===== src/rtl/pipeline_stall_controller.sv =====
// Pipeline stall/flush/bubble controller for the 5-stage core, with a redirect-drain FSM,
// saturating performance counters and a sticky stall watchdog.
//
// state | meaning
// RUN   | normal operation, priority rules select enables/flushes/bubbles
// DRAIN | redirect accepted while a fetch was in flight; discard one stale word
module pipeline_stall_controller #(
    parameter int CNT_W     = 32,
    parameter int MAX_STALL = 64
) (
    input  logic             clk,
    input  logic             rst_n,
    input  logic             hazard_stall,
    input  logic             branch_redirect,
    input  logic             imem_ready,
    input  logic             dmem_req,
    input  logic             dmem_ready,
    output logic             pc_write,
    output logic             pc_sel_redirect,
    output logic             if_id_write,
    output logic             if_id_flush,
    output logic             id_ex_bubble,
    output logic             ex_mem_write,
    output logic             mem_wb_bubble,
    output logic             redirect_pending,
    output logic [CNT_W-1:0] stall_cycles,
    output logic [CNT_W-1:0] flush_count,
    output logic             stall_timeout
);

    localparam int WD_W = $clog2(MAX_STALL + 1);
    localparam logic [WD_W-1:0] WD_MAX = WD_W'(MAX_STALL);

    typedef enum logic {
        RUN   = 1'b0,
        DRAIN = 1'b1
    } state_t;

    state_t          state;
    logic [WD_W-1:0] wd_count;

    logic mem_freeze;
    logic accept_redirect;
    logic enter_drain;

    logic pcw_c, psr_c, ifw_c, ifl_c, idb_c, exw_c, mwb_c;

    assign mem_freeze = dmem_req & ~dmem_ready;

    always_comb begin
        pcw_c           = 1'b1;
        psr_c           = 1'b0;
        ifw_c           = 1'b1;
        ifl_c           = 1'b0;
        idb_c           = 1'b0;
        exw_c           = 1'b1;
        mwb_c           = 1'b0;
        accept_redirect = 1'b0;
        enter_drain     = 1'b0;
        case (state)
            RUN: begin
                if (mem_freeze) begin
                    pcw_c = 1'b0;
                    ifw_c = 1'b0;
                    exw_c = 1'b0;
                    mwb_c = 1'b1;
                end else if (hazard_stall) begin
                    pcw_c = 1'b0;
                    ifw_c = 1'b0;
                    idb_c = 1'b1;
                end else if (branch_redirect) begin
                    psr_c           = 1'b1;
                    ifl_c           = 1'b1;
                    accept_redirect = 1'b1;
                    enter_drain     = ~imem_ready;
                end else if (!imem_ready) begin
                    pcw_c = 1'b0;
                    ifl_c = 1'b1;
                end
            end
            DRAIN: begin
                // The stale word must never reach ID; a memory freeze still wins on the back end.
                pcw_c = 1'b0;
                if (mem_freeze) begin
                    ifw_c = 1'b0;
                    exw_c = 1'b0;
                    mwb_c = 1'b1;
                end else begin
                    ifl_c = 1'b1;
                end
            end
            default: begin
                pcw_c = 1'b0;
                ifl_c = 1'b1;
            end
        endcase
    end

    // Reset forces the pipeline into a safe frozen, all-NOP configuration.
    assign pc_write         = rst_n & pcw_c;
    assign pc_sel_redirect  = rst_n & psr_c;
    assign if_id_write      = rst_n & ifw_c;
    assign if_id_flush      = ~rst_n | ifl_c;
    assign id_ex_bubble     = ~rst_n | idb_c;
    assign ex_mem_write     = rst_n & exw_c;
    assign mem_wb_bubble    = ~rst_n | mwb_c;
    assign redirect_pending = (state == DRAIN);

    always_ff @(posedge clk or negedge rst_n) begin
        if (!rst_n) begin
            state <= RUN;
        end else begin
            case (state)
                RUN:     if (enter_drain) state <= DRAIN;
                DRAIN:   if (imem_ready)  state <= RUN;
                default: state <= RUN;
            endcase
        end
    end

    always_ff @(posedge clk or negedge rst_n) begin
        if (!rst_n) begin
            stall_cycles <= '0;
            flush_count  <= '0;
        end else begin
            if (!pcw_c && stall_cycles != {CNT_W{1'b1}})
                stall_cycles <= stall_cycles + 1'b1;
            if (accept_redirect && flush_count != {CNT_W{1'b1}})
                flush_count <= flush_count + 1'b1;
        end
    end

    always_ff @(posedge clk or negedge rst_n) begin
        if (!rst_n) begin
            wd_count      <= '0;
            stall_timeout <= 1'b0;
        end else if (pcw_c) begin
            wd_count <= '0;
        end else if (wd_count != WD_MAX) begin
            wd_count <= wd_count + 1'b1;
            if (wd_count + 1'b1 == WD_MAX)
                stall_timeout <= 1'b1;
        end
    end

endmodule


===== config.mk =====
export PLATFORM = sky130hd
export DESIGN_NAME = pipeline_stall_controller
export DESIGN_NICKNAME = d
export VERILOG_FILES = /design/src/rtl/pipeline_stall_controller.sv
export SDC_FILE = /design/constraint.sdc
export NUM_CORES = 1
export LEC_CHECK = 0
export BUFFER_PORTS_ARGS = -buffer_cell sky130_fd_sc_hd__buf_2
export CAP_MARGIN = 10
export CORE_AREA = 2 2 115 117
export DETAILED_ROUTE_END_ITERATION = 12
export DIE_AREA = 0 0 117 119
export HOLD_SLACK_MARGIN = 0.15
export PLACE_DENSITY = 0.47
export SLEW_MARGIN = 10
export SYNTH_ARGS = -nofsm -noshare
export SYNTH_HDL_FRONTEND = slang
export SYNTH_SLANG_ARGS = --single-unit

===== constraint.sdc =====
create_clock -name clk -period 5.4 [get_ports clk]
set_clock_uncertainty 0.05 [all_clocks]
set_input_delay 0.27 -clock clk [delete_from_list [all_inputs] [get_ports clk]]
set_output_delay 0.27 -clock clk [all_outputs]
set_load 0.05 [all_outputs]

==> results of run 1 <==
-- cell families after synthesis --
| group | count (synthesis) |
|---|---|
| mux | 2 |
| fa+ha+maj | 5 |
| xor+xnor | 68 |
| buf+inv | 22 |
| compound gates | 20 |
| simple gates | 158 |
| flops | 73 |
-- cells in the final DEF (no fill, tap or decap), types with 3 or more instances in the layout --
cell type	n
a21oi_1	5
and3_1	8
and4_1	7
and4_2	3
buf_2	78
clkbuf_1	3
clkbuf_16	9
dfrtp_1	73
ha_1	5
inv_1	16
nand2_1	30
nand3_1	30
nand4_1	20
nor2_1	26
nor3_1	8
nor3_2	3
nor4_1	3
or3_1	3
xnor2_1	51
xor2_1	17
-- worst max-delay path by stage --
stage                                 from         endpoint  cells past startpoint
final                                rst_n         pc_write                      5
after floorplan           redirect_pending         pc_write                      3
after global routing                 rst_n      if_id_flush                      5
after global placement            dmem_req  stall_cycles[1]                      5
after detailed placement          dmem_req  stall_cycles[1]                      5
after CTS                            rst_n      if_id_flush                      5
-- per-stage QoR --
step	hold slack, ns	power, uW	utilization, %
6_report	0.225	1660	35.8
5_1_grt	0.240	1750	35.8
4_1_cts	0.196	1680	35.8
3_5_place_dp	0.212	1090	33.4
3_3_place_gp	0.206	1080	33.4
2_1_floorplan	-0.0756	979	-
-- synthesized netlist by cell type (3+ instances only) --
cell type	instances	area share, %
dfrtp_1	73	49
xnor2_1	51	12
nand2_1	30	3.0
nand3_1	30	4.0
nor2_1	26	2.6
nand4_1	20	3.4
xor2_1	17	4.0
inv_1	16	1.6
and3_1	8	1.3
nor3_1	8	1.1
and4_1	7	1.6
a21oi_1	5	0.67
ha_1	5	1.7
and4_2	3	0.81
nor3_2	3	0.81
nor4_1	3	0.51
or3_1	3	0.51
-- final cells by class --
class / instances / area [um2]
clock buffer: 13 / 250
timing repair buffer: 82 / 425
sequential: 73 / 1830
multi-input combinational: 253 / 1790
tap: 176 / 220
fill: 1334 / 8260
clock inverter: 3 / 40.0
inverter: 16 / 60.1
-- worst max-delay path: stages --
cell	delay, ns
dlygate4sd3_1	0.53
buf_4	0.41
inv_1	0.16
nor4_1	0.49
buf_2	0.36
-- power by group through the flow --
stage,Clock (uW),Combinational (uW),Sequential (uW)
detailed placement,0,392,696
CTS,603,393,689
finish,587,387,687
global placement,0,389,696
floorplan,0,149,830
global route,627,419,702
-- flip-flops by register name (all words and copies together), names as in the netlist --
register,cells
redirect_pending,1
stall_cycles,32
flush_count,32
wd_count,7
stall_timeout,1
-- layer usage --
metal | vias up | track usage [%] | share of wire (%)
met5 | - | 0 | 0
met4 | 0 | 4.41 | 1.5
met3 | 12 | 4.17 | 5.4
met2 | 65 | 20.2 | 46
met1 | 1404 | 18.6 | 47
li1 | 1398 | - | -
==> out/results.md, run 1 <==
| Group | Item | Value |
| --- | --- | --- |
| yosys | Largest family of logic cells by synthesized area | simple AND/OR/NAND/NOR gates |
| place | Sum of net half-perimeters after detailed placement | 6540 um |
| floorplanning | Boundary Pins | 80 |
| layout | ANT cells | 0 |
| clocking | Number of clock buffers inserted by TritonCTS | 9 |
| clocking | Buffer levels on the longest clock path | 2 |
| yosys | Synthesized-area fraction occupied by ao, oa, aoi and oai cells | 5.76% |
| layout | Share of layout cells above drive strength 1 | 27.0% |
| setup path | Top fanout value on the critical path | 36 |
| pwr | Cell Pwr Density | 360 mW/mm2 |
| global routing | Wire length of the first global-routing pass | 14700 um |
| route | Number of design-rule violations left by the first detailed-router iteration | 149 |
| yosys | Synth Cell Area | 0.00372 mm2 |
| place | Count of buffers inserted at the top-level ports | 79 |
| pwr | Share of total power in sequential cells | 41.4% |
| place | DP Cell Count | 598 |
| pwr | Sw Pwr | 579 uW |
| sta | Final Cycle Share | 47.4% |
| setup path | CP required | 5.08 ns |
| setup path | Category of the worst setup path launch point | input port |
| clocking | Sinks on Clock Net | 73 |
| yosys | EDFF count, synth | 0 |
| global routing | Number of antenna violations at the first check in global routing | 0 |
| clocking | Reg clk slew, reported paths | 0.06 ns |
| floorplanning | Core Region | 0.0129 mm2 |
| yosys | Mux contribution to synthesized area | 0.606% |
| global routing | Total routing usage reported by global routing | 13.5% |
| floorplanning | Initial core utilization | 28.9% |
| setup path | Reg-to-reg startpoint | flush_count[9] |
| pwr | Switching part of the total | 34.9% |
| global routing | Number of global-route vias before repair | 2837 |
| min path | Cell depth of the worst min-delay path | 3 |
| min path | Type of the worst min-delay path | input port to flip-flop |
| sta | Final-report max-slew violation count | 0 |
| status | Outcome | complete, no violations |
| yosys | Synthesized net count | 360 |
| clocking | Hold_buf cts | 2 |
| route | Detailed Route WL | 8890 um |
| setup path | R2R Setup Slk | 3.23 ns |
| layout | Layout net count | 447 |
| sta | Smallest setup slack after layout | 2.84 ns |
| setup path | Critical path class | input port to output pin |
| yosys | Synthesized flop and latch total | 73 |
| sta | Setup Viol. Count Final | 0 |
| clocking | CTS tree | yes |
| global routing | Maximum number of pins on one net before global-route repair | 42 |
| pwr | Worst IR Drop VDD | 201 uV |
| clocking | Post-CTS Repair Setup Buffers | 0 |
| pwr | Portion of total power attributed to the clock network | 35.3% |
| floorplanning | Die Area | 0.0139 mm2 |
| place | Cell Area, Placed | 0.00430 mm2 |
| layout | Post-synthesis to final-layout area growth | 24.1% |
| sta | Tightest slew margin relative to the limit | 54.9% |
| route | Router iterations before antenna repair | 4 |
| pwr | Internal Dissipation | 1080 uW |
| clocking | Clock latency on the worst-skew pair | 0.33 ns |
| yosys | Avg Inst Size Synth | 10.7 um2 |
| clocking | Htree depth | 3 |
| yosys | Post-synthesis share of cell area spent on full adders, half adders and majority gates | 1.68% |
| route | DRC | 0 |
| pwr | Leakage dissipation | 0.00218 uW |
| layout | Final instance area | 0.00461 mm2 |
| flow run | Number of max-cap violations | 0 |
| sta | Max Clock Freq | 0.391 GHz |
| yosys | Unique masters post-synth | 48 |
| pwr | Logic gate share of total power | 23.3% |
| sta | Final TNS setup | 0 ns |
| floorplanning | Number of standard-cell rows in the floorplan | 42 |
| route | Average vias per placed instance | 4.67 |
| yosys | Count of warnings emitted by yosys | 0 |
| layout | Number of cells in the finished layout apart from fillers | 616 |
| setup path | R2r endpoint | flush_count[31] |
| sta | Setup repair after global routing missed its margin | false |
| sta | Number of hold-slack violations in the final timing report | 0 |
| setup path | Cells on worst reg2reg path | 5 |
| sta | Slew at the pin with the worst max-slew slack | 0.675 ns |
| sta | Final critical delay including setup and external delays | 2.56 ns |
| min path | End point of the worst hold path | redirect_pending |
| yosys | Flip-flop cell with the highest count after synthesis | dfrtp_1 |
| yosys | Number of cells produced by synthesis | 348 |
| clocking | Root buffer cell | clkbuf_16 |
| min path | Launch point of the worst hold path | branch_redirect |
| yosys | Share of synthesized area occupied by flip-flops and latches | 49.2% |
| route | Number of nets still failing antenna checks after routing | 0 |
| global routing | Remaining global-route overflow | 0 |
| place | Setup Slack @ Placement | 3.19 ns |
| floorplanning | Vertical die dimension | 119 um |
| yosys | Synthesized-area fraction occupied by and/or/nand/nor cells | 24.1% |
| floorplanning | Die width | 117 um |
| clocking | Post-CTS resize count | 0 |
| yosys | Share of flip-flops with an asynchronous set or reset after synthesis | 100% |
| place | Weighted congestion reported at the end of routability-driven placement | 0.792 |
| route | Detail-routed net length per standard cell | 14.4 um |
| setup path | Arrival time of data at the critical path endpoint | 2.24 ns |
| setup path | Element type at the critical path end | output pin |
| route | Via count | 2879 |
| yosys | Xor/xnor cell area share of the yosys netlist | 16.0% |
(Power assumes the default switching activity.)
==> run 2, diff against run 1 <==
Clock period 5.4 ns to 2.4 ns, I/O delays scaled along.
==> out/results.md, run 2 (same netlist as run 1, synthesis figures left out) <==
| Group | Item | Value |
| --- | --- | --- |
| sta | Final Cycle Share | 86.0% |
| sta | Setup repair after global routing missed its margin | false |
| global routing | Maximum number of pins on one net before global-route repair | 30 |
| clocking | Number of clock buffers inserted by TritonCTS | 9 |
| setup path | Critical path class | flip-flop to flip-flop |
| clocking | Reg clk slew, reported paths | 0.06 ns |
| sta | Smallest setup slack after layout | 0.337 ns |
| clocking | CTS tree | yes |
| global routing | Number of antenna violations at the first check in global routing | 0 |
| setup path | Reg-to-reg startpoint | stall_cycles[24] |
| floorplanning | Boundary Pins | 80 |
| sta | Tightest slew margin relative to the limit | 49.5% |
| pwr | Pwr Total | 3820 uW |
| setup path | R2R Setup Slk | 0.34 ns |
| setup path | Arrival time of data at the critical path endpoint | 2.24 ns |
| sta | Final critical delay including setup and external delays | 2.06 ns |
| setup path | CP required | 2.58 ns |
| route | Detail-routed net length per standard cell | 14.2 um |
| route | Average vias per placed instance | 4.66 |
| route | Router iterations before antenna repair | 5 |
| route | DRC | 0 |
| route | Number of nets still failing antenna checks after routing | 0 |
| layout | Commonest non-fill, non-tap cells in the layout | buf_2 (78), dfrtp_1 (73), xnor2_1 (51) |
| sta | Number of hold-slack violations in the final timing report | 0 |
| global routing | Remaining global-route overflow | 0 |
| sta | Final-report max-slew violation count | 0 |
| clocking | Buffer levels on the longest clock path | 2 |
| sta | Slew at the pin with the worst max-slew slack | 0.756 ns |
| floorplanning | Initial core utilization | 28.9% |
| floorplanning | Vertical die dimension | 119 um |
| setup path | Category of the worst setup path launch point | flip-flop |
| global routing | Total routing usage reported by global routing | 13.3% |
| floorplanning | Core Region | 0.0129 mm2 |
| layout | Final instance area | 0.00470 mm2 |
| place | Count of buffers inserted at the top-level ports | 79 |
| clocking | Clock latency on the worst-skew pair | 0.34 ns |
| floorplanning | Die Area | 0.0139 mm2 |
| layout | Largest registers in the final layout | flush_count (32), stall_cycles (32), wd_count (7) |
| place | Cell Area, Placed | 0.00436 mm2 |
| global routing | Wire length of the first global-routing pass | 14200 um |
| layout | ANT cells | 0 |
| layout | Most common library cell in the layout ignoring fill and taps | buf_2 |
| place | Weighted congestion reported at the end of routability-driven placement | 0.808 |
| place | Sum of net half-perimeters after detailed placement | 6470 um |
| route | Detailed Route WL | 8840 um |
| route | Number of design-rule violations left by the first detailed-router iteration | 176 |
| clocking | Sinks on Clock Net | 73 |
| layout | Share of layout cells above drive strength 1 | 28.6% |
| sta | Setup Viol. Count Final | 0 |
| place | Setup Slack @ Placement | 0.297 ns |
| route | Via count | 2908 |
| layout | Final Util | 36.5% |
| global routing | Number of global-route vias before repair | 2742 |
| pwr | Worst IR Drop VDD | 753 uV |
| setup path | Cells on worst reg2reg path | 4 |
| pwr | Leakage dissipation | 0.00223 uW |
| layout | Layout net count | 455 |
| setup path | Critical Path Sink | stall_cycles[1] |
| min path | Type of the worst min-delay path | input port to async pin |
| setup path | Top fanout value on the critical path | 16 |
| status | Outcome | complete, no violations |
| setup path | R2r endpoint | stall_cycles[1] |
| floorplanning | Number of standard-cell rows in the floorplan | 42 |
| setup path | Element type at the critical path end | flip-flop |
| clocking | Htree depth | 3 |
| sta | Max Clock Freq | 0.485 GHz |
| layout | Post-synthesis to final-layout area growth | 26.5% |
| setup path | Startpoint of the worst setup timing path | stall_cycles[24] |
| clocking | Root buffer cell | clkbuf_16 |
| pwr | Cell Pwr Density | 813 mW/mm2 |
| sta | Final TNS setup | 0 ns |
| flow run | Number of max-cap violations | 0 |
| floorplanning | Die width | 117 um |
[run 2: cell types whose count changed in the layout (fill, tap and decap cells not counted)]
cell	previous run	this run
buf_4	2	9
clkbuf_8	1	3
clkbuf_1	3	2
nor4_2	0	1
dlygate4sd3_1	2	3
nor4_1	3	2
clkinv_2	2	1
[run 2: critical path, stage by stage, from the launching register on]
cell and delay (ns):
dfrtp_1 0.45, and3_2 0.29, and4_2 0.28, a41oi_4 0.50, mux2_2 0.39
[run 2: cell type report]
cell class,count,area (um2)
clock buffer,14,274
tap,176,220
timing repair buffer,90,488
sequential,73,1830
multi-input combinational,253,1800
fill,1304,8170
inverter,16,60.1
clock inverter,2,35.0
[run 2: metrics by stage]
stage	std cells	hold slack (ns)
after floorplan	348	-0.226
after global placement	605	0.0302
after detailed placement	605	0.0339
after CTS	624	0.202
after global routing	624	0.245
final	624	0.201
[run 2: routing by layer]
metal	routed length, um	global-route usage, %
met5	0	0
met1	4180	17.7
met3	510	5.29
met2	4000	19.7
met4	146	4.56
[run 2: power by group]
part	internal, uW	switching (uW)	total [uW]	leakage [uW]
sequential	1360	182	1540	0.000976
clock	889	517	1410	0.000153
combinational	254	622	876	0.00110
[run 2: worst min-delay path by stage]
stage	startpoint	slack, ns	depth (start not counted)	end
final	rst_n	0.20	2	wd_count[0]
after global routing	rst_n	0.25	2	redirect_pending
after CTS	branch_redirect	0.20	5	flush_count[20]
after detailed placement	rst_n	0.03	1	redirect_pending
after global placement	rst_n	0.03	1	redirect_pending
after floorplan	rst_n	-0.23	0	flush_count[0]
[run 2: repair_timing]
action / in CTS / in global routing
hold endpoints to repair: 45 / 0
buffers inserted: 0 / 0
hold buffers: 3 / 0
resized for setup: 0 / 0
